===== src/rtl/stream_mux_nto1_pkg.sv =====
// Shared types and helpers for the N:1 framed-stream selector.
// Holds the selector FSM state type and the channel-slice extraction function.
package zigbee_mux_pkg;

    typedef enum logic [1:0] {
        IDLE   = 2'd0,
        LOCKED = 2'd1,
        SWITCH = 2'd2
    } mux_state_t;

    localparam int CH_BUS_MAX = 256;
    localparam int CH_W_MAX   = 32;

    // Returns the width-bit field at position idx of a packed channel bus, zero above width.
    function automatic logic [CH_W_MAX-1:0] ch_slice(
        input logic [CH_BUS_MAX-1:0] bus,
        input int                    idx,
        input int                    width
    );
        logic [CH_BUS_MAX-1:0] sh_s;
        logic [CH_W_MAX-1:0]   res_s;
        sh_s  = bus >> (idx * width);
        res_s = sh_s[CH_W_MAX-1:0];
        for (int b = 0; b < CH_W_MAX; b++) begin
            if (b >= width) begin
                res_s[b] = 1'b0;
            end
        end
        return res_s;
    endfunction

endpackage


===== src/rtl/stream_mux_nto1_if.sv =====
// Handshake bundle between the upstream channel generators, the selector and the modulator.
// The master side drives the channel inputs and downstream ready; the slave side is the selector.
interface stream_mux_nto1_if #(
    parameter int WIDTH = 8,
    parameter int N_CH  = 4
);
    localparam int SEL_W = $clog2(N_CH);

    logic [N_CH*WIDTH-1:0] inData;
    logic [N_CH-1:0]       inValid;
    logic [N_CH-1:0]       inLast;
    logic [N_CH-1:0]       outReady;
    logic [SEL_W-1:0]      inSel;
    logic                  inSelReq;
    logic [WIDTH-1:0]      outData;
    logic                  outValid;
    logic                  outLast;
    logic                  inReady;
    logic [SEL_W-1:0]      outActiveCh;
    logic                  outSelErr;

    modport master (
        output inData, inValid, inLast, inSel, inSelReq, inReady,
        input  outReady, outData, outValid, outLast, outActiveCh, outSelErr
    );

    modport slave (
        input  inData, inValid, inLast, inSel, inSelReq, inReady,
        output outReady, outData, outValid, outLast, outActiveCh, outSelErr
    );

endinterface


===== src/rtl/stream_mux_nto1_out_reg.sv =====
// Single valid/ready register stage carrying one data beat plus its end-of-frame flag.
// Data is only captured with a real beat so a bubble never disturbs the held value.
module stream_out_reg #(
    parameter int WIDTH = 8
) (
    input  logic             clk,
    input  logic             rst,
    input  logic             load_valid,
    input  logic [WIDTH-1:0] load_data,
    input  logic             load_last,
    input  logic             down_ready,
    output logic             load_en,
    output logic [WIDTH-1:0] q_data,
    output logic             q_valid,
    output logic             q_last
);

    logic [WIDTH-1:0] data_r;
    logic             valid_r;
    logic             last_r;

    assign load_en = !valid_r || down_ready;

    // Output beat register: refills whenever empty or being drained downstream.
    always_ff @(posedge clk) begin
        if (rst) begin
            data_r  <= {WIDTH{1'b0}};
            valid_r <= 1'b0;
            last_r  <= 1'b0;
        end else if (load_en) begin
            valid_r <= load_valid;
            last_r  <= load_valid && load_last;
            if (load_valid) begin
                data_r <= load_data;
            end
        end
    end

    assign q_data  = data_r;
    assign q_valid = valid_r;
    assign q_last  = last_r;

endmodule


===== src/rtl/stream_mux_nto1.sv =====
// N:1 framed-stream selector: routes one valid/ready channel to a registered output and
// defers channel switch requests to frame boundaries.
module stream_mux_nto1
    import zigbee_mux_pkg::*;
#(
    parameter int WIDTH = 8,
    parameter int N_CH  = 4
) (
    input  logic              inClk,
    input  logic              inReset,
    stream_mux_nto1_if.slave  bus
);

    localparam int               SEL_W  = $clog2(N_CH);
    localparam logic [SEL_W:0]   N_CH_L = (SEL_W+1)'(N_CH);

    mux_state_t       state_r;
    mux_state_t       state_nxt_s;
    logic [SEL_W-1:0] active_ch_r;
    logic [SEL_W-1:0] pend_sel_r;
    logic             pend_valid_r;
    logic             sel_err_r;

    logic             sel_ok_s;
    logic             sel_err_s;
    logic [SEL_W-1:0] eff_ch_s;
    logic             ready_ok_s;
    logic             load_en_s;
    logic             accept_s;
    logic [WIDTH-1:0] beat_data_s;
    logic             beat_valid_s;
    logic             beat_last_s;

    assign sel_err_s = bus.inSelReq && ({1'b0, bus.inSel} >= N_CH_L);
    assign sel_ok_s  = bus.inSelReq && ({1'b0, bus.inSel} <  N_CH_L);
    // A request arriving during the switch cycle is judged against the channel being switched to.
    assign eff_ch_s  = (state_r == SWITCH) ? pend_sel_r : active_ch_r;

    // Picks the active channel's beat; the other channels never reach the datapath.
    always_comb begin
        beat_data_s  = WIDTH'(ch_slice(CH_BUS_MAX'(bus.inData), int'(active_ch_r), WIDTH));
        beat_valid_s = |ch_slice(CH_BUS_MAX'(bus.inValid), int'(active_ch_r), 1);
        beat_last_s  = |ch_slice(CH_BUS_MAX'(bus.inLast), int'(active_ch_r), 1);
    end

    assign ready_ok_s = !inReset && (state_r != SWITCH)
                        && !(state_r == IDLE && pend_valid_r) && load_en_s;
    assign accept_s   = beat_valid_s && ready_ok_s;

    for (genvar c = 0; c < N_CH; c++) begin : g_ready
        assign bus.outReady[c] = ready_ok_s && (active_ch_r == SEL_W'(c));
    end

    // Frame tracking: a pending switch is only honoured from IDLE, i.e. between frames.
    always_comb begin
        state_nxt_s = state_r;
        case (state_r)
            IDLE: begin
                if (pend_valid_r) begin
                    state_nxt_s = SWITCH;
                end else if (accept_s && !beat_last_s) begin
                    state_nxt_s = LOCKED;
                end else begin
                    state_nxt_s = IDLE;
                end
            end
            LOCKED: begin
                if (accept_s && beat_last_s) begin
                    state_nxt_s = IDLE;
                end else begin
                    state_nxt_s = LOCKED;
                end
            end
            SWITCH:  state_nxt_s = IDLE;
            default: state_nxt_s = IDLE;
        endcase
    end

    // State, active channel, pending request latch and select-error pulse.
    always_ff @(posedge inClk) begin
        if (inReset) begin
            state_r      <= IDLE;
            active_ch_r  <= {SEL_W{1'b0}};
            pend_sel_r   <= {SEL_W{1'b0}};
            pend_valid_r <= 1'b0;
            sel_err_r    <= 1'b0;
        end else begin
            state_r   <= state_nxt_s;
            sel_err_r <= sel_err_s;
            if (state_r == SWITCH) begin
                active_ch_r <= pend_sel_r;
            end
            if (sel_ok_s) begin
                pend_sel_r   <= bus.inSel;
                pend_valid_r <= (bus.inSel != eff_ch_s);
            end else if (state_r == SWITCH) begin
                pend_valid_r <= 1'b0;
            end
        end
    end

    stream_out_reg #(
        .WIDTH (WIDTH)
    ) u_out_reg (
        .clk        (inClk),
        .rst        (inReset),
        .load_valid (accept_s),
        .load_data  (beat_data_s),
        .load_last  (beat_last_s),
        .down_ready (bus.inReady),
        .load_en    (load_en_s),
        .q_data     (bus.outData),
        .q_valid    (bus.outValid),
        .q_last     (bus.outLast)
    );

    assign bus.outActiveCh = active_ch_r;
    assign bus.outSelErr   = sel_err_r;

endmodule

===== src/flat_wrapper.sv =====
// flat-port wrapper written by rule: the top's interface ports become plain ports
module stream_mux_nto1_flat import zigbee_mux_pkg::*;
#(
    parameter int WIDTH = 8,
    parameter int N_CH  = 4
)
  (inClk, inReset, bus_inData, bus_inValid, bus_inLast, bus_inSel, bus_inSelReq, bus_inReady, bus_outReady, bus_outData, bus_outValid, bus_outLast, bus_outActiveCh, bus_outSelErr);
  stream_mux_nto1_if #(.WIDTH(WIDTH), .N_CH(N_CH)) bus_i ();
  input  logic inClk;
  input  logic inReset;
  input wire logic [$bits(bus_i.inData)-1:0] bus_inData;
  input wire logic [$bits(bus_i.inValid)-1:0] bus_inValid;
  input wire logic [$bits(bus_i.inLast)-1:0] bus_inLast;
  input wire logic [$bits(bus_i.inSel)-1:0] bus_inSel;
  input wire logic [$bits(bus_i.inSelReq)-1:0] bus_inSelReq;
  input wire logic [$bits(bus_i.inReady)-1:0] bus_inReady;
  output wire logic [$bits(bus_i.outReady)-1:0] bus_outReady;
  output wire logic [$bits(bus_i.outData)-1:0] bus_outData;
  output wire logic [$bits(bus_i.outValid)-1:0] bus_outValid;
  output wire logic [$bits(bus_i.outLast)-1:0] bus_outLast;
  output wire logic [$bits(bus_i.outActiveCh)-1:0] bus_outActiveCh;
  output wire logic [$bits(bus_i.outSelErr)-1:0] bus_outSelErr;
  assign bus_i.inData = bus_inData;
  assign bus_i.inValid = bus_inValid;
  assign bus_i.inLast = bus_inLast;
  assign bus_i.inSel = bus_inSel;
  assign bus_i.inSelReq = bus_inSelReq;
  assign bus_i.inReady = bus_inReady;
  assign bus_outReady = bus_i.outReady;
  assign bus_outData = bus_i.outData;
  assign bus_outValid = bus_i.outValid;
  assign bus_outLast = bus_i.outLast;
  assign bus_outActiveCh = bus_i.outActiveCh;
  assign bus_outSelErr = bus_i.outSelErr;
  stream_mux_nto1 #(.WIDTH(WIDTH), .N_CH(N_CH)) u_core (.inClk(inClk), .inReset(inReset), .bus(bus_i));
endmodule

===== config.mk =====
export PLATFORM = sky130hd
export DESIGN_NAME = stream_mux_nto1_flat
export DESIGN_NICKNAME = d
export VERILOG_FILES = /design/src/rtl/stream_mux_nto1_pkg.sv /design/src/rtl/stream_mux_nto1_if.sv /design/src/rtl/stream_mux_nto1_out_reg.sv /design/src/rtl/stream_mux_nto1.sv /design/src/flat_wrapper.sv
export SDC_FILE = /design/constraint.sdc
export NUM_CORES = 1
export LEC_CHECK = 0
export ABC_AREA = 1
export ABC_CLOCK_PERIOD_IN_PS = 3000
export CAP_MARGIN = 40
export CORE_MARGIN = 2
export CORE_UTILIZATION = 30
export CTS_CLUSTER_DIAMETER = 40
export DETAILED_ROUTE_END_ITERATION = 12
export DONT_BUFFER_PORTS = 1
export SLEW_MARGIN = 40
export SYNTH_ARGS = -nofsm -noshare
export SYNTH_HDL_FRONTEND = slang
export SYNTH_HIERARCHICAL = 1
export SYNTH_SLANG_ARGS = --single-unit
export TNS_END_PERCENT = 20

===== constraint.sdc =====
create_clock -name inClk -period 3 [get_ports inClk]
set_clock_uncertainty 0.1 [all_clocks]
set_input_delay 0.3 -clock inClk [delete_from_list [all_inputs] [get_ports inClk]]
set_output_delay 0.3 -clock inClk [all_outputs]
set_load 0.05 [all_outputs]

=== After elaboration in Yosys (flattened, before gate mapping) ===
Cells that the tools add are included.
W data, S select, Z words.

* Equality and inequality tests: 7
* Shifts and indexed selects: 3
* Muxes and demuxes: 7
* Reductions and logical operators: 20

{| class="wikitable"
|+ Operators by type and width
! operator !! number
|-
| $shr A32 B5 Y8 || 1
|-
| $logic_and A1 B1 Y1 || 11
|-
| $shr A4 B2 Y1 || 2
|-
| $eq A2 B2 Y1 const B || 3
|-
| $eq A2 B1 Y1 const B || 2
|-
| $logic_not A1 Y1 || 4
|-
| $logic_not A2 Y1 || 2
|-
| $mux W1 || 4
|-
| $mux W2 || 2
|-
| $pmux W2 S2 || 1
|-
| $ne A2 B2 Y1 || 1
|-
| $ne A2 B2 Y1 const B || 1
|-
| $reduce_and A2 Y1 || 1
|-
| $reduce_bool A2 Y1 || 1
|-
| $logic_or A1 B1 Y1 || 1
|}

* Register bits after elaboration: 17
* Input port bits: 46
* Output and inout port bits: 17
* Logic and storage cells: 44

=== Depth between registers and ports, before layout ===
* Depth in word-level cells: 10
* Mapped depth: 14
* Depth with buffers taken out: 12

=== By module ===
The synthesis kept the hierarchy.

{| class="wikitable"
|+ Modules (own cells, without submodules)
! module !! instances !! cells an instance !! area each (um2) !! seq. area each (um2)
|-
| stream_mux_nto1 || 1 || 119 || 701.9 || 140.1
|-
| stream_out_reg || 1 || 63 || 498.0 || 200.2
|}

=== Worst setup path before layout ===
No wires, ideal clock.

* Path kind: reg2out
* Start point: reg u_core.u_out_reg.valid_r, in the netlist u_core/u_out_reg/q_valid
* End point: out bus_outReady[0]
* Data arrival time: 2,250 ps
* Required time: 2,600 ps
* Slack: 350 ps
* Cell stages (with the launch flop): 9
* Buffers on the path: 1
* Path through: dfxtp_1 > nand2_4 > buf_12 > inv_1 > nor2_1 > nand2_1 > nor2_2 > inv_1 > nor3_1

* Longest elaborated chain between the ends: 4

{| class="wikitable"
|+ Ends and longest elaborated chain
! what !! RTL line !! text
|-
| start: declaration || stream_mux_nto1_out_reg.sv:19 || <nowiki>logic valid_r;</nowiki>
|-
| start signal: assignment || stream_mux_nto1_out_reg.sv:31 || <nowiki>valid_r <= load_valid;</nowiki>
|-
| $logic_not A1 Y1 || stream_mux_nto1_out_reg.sv:22 || <nowiki>assign load_en = !valid_r || down_ready;</nowiki>
|-
| $logic_or A1 B1 Y1 || stream_mux_nto1_out_reg.sv:22 ||
|-
| named net u_core.load_en_s || stream_mux_nto1.sv:28 || <nowiki>logic load_en_s;</nowiki>
|-
| $logic_and A1 B1 Y1 || stream_mux_nto1.sv:47 || <nowiki>&& !(state_r == IDLE && pend_valid_r) && load_en_s;</nowiki>
|-
| $logic_and A1 B1 Y1 || stream_mux_nto1.sv:51 || <nowiki>assign bus.outReady[c] = ready_ok_s && (active_ch_r == SEL_W'(c));</nowiki>
|-
| end: declaration || flat_wrapper.sv:17 || <nowiki>output wire logic [$bits(bus_i.outReady)-1:0] bus_outReady;</nowiki>
|}

The timed path passes the listed nets, and every way through them passes these cells.

=== Final worst setup path ===
* Start point: reg u_core.u_out_reg.valid_r, in the netlist u_core/u_out_reg/q_valid
* End point: out bus_outReady[2]

Same word-level chain as after synthesis.

==> flow_summary_export.csv <==
group,metric,value,unit
critical_path,crit_required,2.60,ns
critical_path,cp_num_buf_inv,3,
place,routabilityCongestion,0.720,
yosys,synth_nets,228,
clocking,cts.sinks,17,
detailed_routing,drt_iter0_drc,69,
detailed_routing,wl,2830,um
detailed_routing,final_antenna_net_count,0,
yosys,synth.avg_cell_area,6.59,um2
yosys,synthFlopType,"dfxtp_1",
cells_and_area,areaGrowthSynthToFinish,7.40,%
power,clkPwrFrac,0.294,
timing,tightest_slew,0.793,ns
timing,finalCriticalPeriod,2.31,ns
clocking,numCtsBuffers,3,
critical_path,crit_top_cell,"inv_1",
yosys,synthTopCellsByCount,"39 x nand3_1, 38 x nand2_1, 21 x inv_1",
power,worst_ir_drop_vdd,189,uV
clocking,clk_pin_slew,0.07,ns
cells_and_area,drive_above_1_share,0.171,
flow_run,cap_viol_max_count,0,
yosys,synth-compound-area-share,0.142,
yosys,synth_fa_ha_area_frac,0,
yosys,yosys_warnings,6,
critical_path,setup.worst_path.start_class,"flip-flop",
floorplan,die_w,67.2,um
yosys,yosysMostFrequentCell,"nand3_1",
power,internal-power,0.381,mW
yosys,synthesis.area,1200,um2
place,io_buffer_count,0,
cells_and_area,nets,234,
floorplan,core,3740,um2
timing,slew_viol_final,0,
outcome,run_status,"finished clean",
timing,fin_tns_setup,0,ns
power,seqPwrFrac,0.505,
detailed_routing,vias_per_cell,4.96,
power,power.switching,0.210,mW
cells_and_area,diodes,0,
critical_path,cp_max_fo,19,
timing,setup_viol_count_final,0,
timing,finalCritPeriodShare,0.770,
clocking,post-cts-setup-buffers,0,
timing,hold_viol_final,0,
clocking,h-tree-depth,1,
clocking,worst_skew_pair.late_latency,0.25,ns
timing,slew_headroom,0.471,
global_routing,overflow,0,
global_routing,antenna_found_initial,0,
critical_path,critical_path_class,"flip-flop to output pin",
global_routing,grt_max_degree,21,
floorplan,chipHeight,67.2,um
critical_path,cp_slowest_stage_delay,0.51,ns
clocking,cts_max_path_buffers,2,
critical_path,critPathTopFamily,"simple AND/OR/NAND/NOR gates",
floorplan,dieArea,4520,um2
critical_path,arrival,1.91,ns
global_routing,grt_pass1_vias,1050,
clocking,clock_tree.root_cell,"clkbuf_8",
clocking,cts_resized,0,
yosys,synthSimpleGateAreaFrac,0.412,
place,post-place-cells,229,
floorplan,initial_core_util,0.321,
power,netSwitchingFraction,0.355,
yosys,syn_inst,182,
timing,hold_ws,0.0140,ns
detailed_routing,drc,0,
yosys,yosys.area.top_type,"dfxtp_1",
clocking,cts_tree,"built",
power,combPwrFrac,0.201,
place,dp_hpwl,2130,um
critical_path,slowest_stage,"dfxtp_1",
global_routing,grt_pass1_wl,4550,um
critical_path,cp_cell_sequence,"nand2_4, inv_1, nor2_1, nand2_1, nor2_2, inv_1, nor3_1, buf_4",
yosys,synthArstFlopShare,0,
detailed_routing,vias,1165,
power,leakagePower,0.603,nW
timing,grt_setup_unrepaired,"no",
power,power-per-cell-area,459,nW/um2
yosys,synth-seq-cells,17,
yosys,synth_top_family_by_area,"simple AND/OR/NAND/NOR gates",
floorplan,io_pins,63,
yosys,synth_xor_area_frac,0,
yosys,synth-edff-count,0,
yosys,synthMuxAreaShare,0,
yosys,netlist.area_leader.share,0.284,
yosys,synth-seq-area-share,0.284,
global_routing,grt.total_usage,0.131,
yosys,synth_area_leaders,"dfxtp_1 28%, nand3_1 16%, nand2_1 12%",
cells_and_area,stdcell_count,235,
hold_path,hp-class,"primary input to flip-flop",
detailed_routing,first_pass_iters,4,
floorplan,num_rows,22,
yosys,ys_types,22,
critical_path,cp-end-kind,"output pin",
detailed_routing,wl_per_cell,12.0,um
timing,clock.fmax,433,MHz
## through the flow
| stage | total power [mW] | utilization | area (um2) | setup WS (ns) |
|---|---|---|---|---|
| 2_1_floorplan | 0.408 | - | 1200 | 0.350 |
| 6_report | 0.591 | 0.344 | 1290 | 0.690 |
| 5_1_grt | 0.631 | 0.344 | 1290 | 0.504 |
| 3_5_place_dp | 0.422 | 0.327 | 1220 | 0.890 |
| 4_1_cts | 0.597 | 0.342 | 1280 | 0.663 |
| 3_3_place_gp | 0.420 | 0.327 | 1220 | 0.952 |
## logic make-up after synthesis
| group | after synthesis |
|---|---|
| other | 1 |
| DFF | 17 |
| AOI/OAI and AO/OA | 24 |
| and+or+nand+nor | 108 |
| buffers and inverters | 32 |
## area by class of cell
| class | count | area [um2] |
|---|---|---|
| Clock inverter | 1 | 5.00 |
| Inverter | 23 | 93.8 |
| Tap cell | 48 | 60.1 |
| Multi-Input combinational cell | 133 | 668 |
| Clock buffer | 3 | 41.3 |
| Fill cell | 445 | 2450 |
| Timing Repair Buffer | 10 | 80.1 |
| Sequential cell | 17 | 340 |
## state kept, by name (all words and copies together), names as in the netlist
register	cells
u_core/u_out_reg/q_data	8
u_core/bus.outActiveCh	2
u_core/pend_sel_r	2
u_core/state_r	2
u_core/pend_valid_r	1
u_core/u_out_reg/q_last	1
u_core/u_out_reg/q_valid	1
## layer usage
metal | vias to the layer above | part of all wire | GRT usage
met1 | 522 | 0.44 | 0.153
met3 | 2 | 0.090 | 0.0533
li1 | 602 | - | -
met5 | - | 0 | 0
met4 | 0 | 0.0046 | 0.0255
met2 | 39 | 0.47 | 0.225
## cell usage in the layout, fill, tap and decap left out, types with 6 or more instances in the layout
master / n
nand3_1: 39
nor2_1: 15
nand2_1: 38
a21oi_2: 8
a22oi_1: 8
buf_4: 8
inv_1: 21
a21oi_1: 6
dfxtp_1: 17
## worst register-to-register path: stages (launching register included)
cell	delay (ns)
dfxtp_1	0.51
nand2_4	0.32
inv_1	0.07
nor2_1	0.10
nand2_1	0.07
nor2_2	0.11
inv_1	0.10
a21oi_1	0.13
buf_4	0.26
nand2_1	0.07
inv_1	0.07
nand2_2	0.05
a21oi_2	0.11
## path summary, 6_finish.rpt
kind / cells after the start / to / start / slack [ns]
min reg2reg: 2 / u_core/state_r[1]$_SDFF_PP0_ / u_core/pend_valid_r$_SDFFE_PP0P_ / 0.40
min: 1 / u_core/state_r[1]$_SDFF_PP0_ / inReset / 0.01
max: 8 / bus_outReady[2] / u_core/u_out_reg/q_valid$_SDFFE_PP0P_ / 0.69
max reg2reg: 12 / u_core/u_out_reg/q_last$_SDFFE_PP0P_ / u_core/u_out_reg/q_valid$_SDFFE_PP0P_ / 0.89
## power groups by stage
stage | Sequential [mW] | Clock, mW | Combinational (mW)
2_1_floorplan | 0.301 | 0 | 0.107
3_3_place_gp | 0.304 | 0 | 0.116
3_5_place_dp | 0.304 | 0 | 0.118
4_1_cts | 0.299 | 0.179 | 0.119
5_1_grt | 0.301 | 0.192 | 0.137
6_report | 0.298 | 0.174 | 0.119
## what timing repair did
item	4_1_cts	5_1_grt
hold buffers	1	1
setup endpoints to repair	0	0
hold endpoints to repair	1	2
Note: power is estimated with default switching activity, not from simulation.
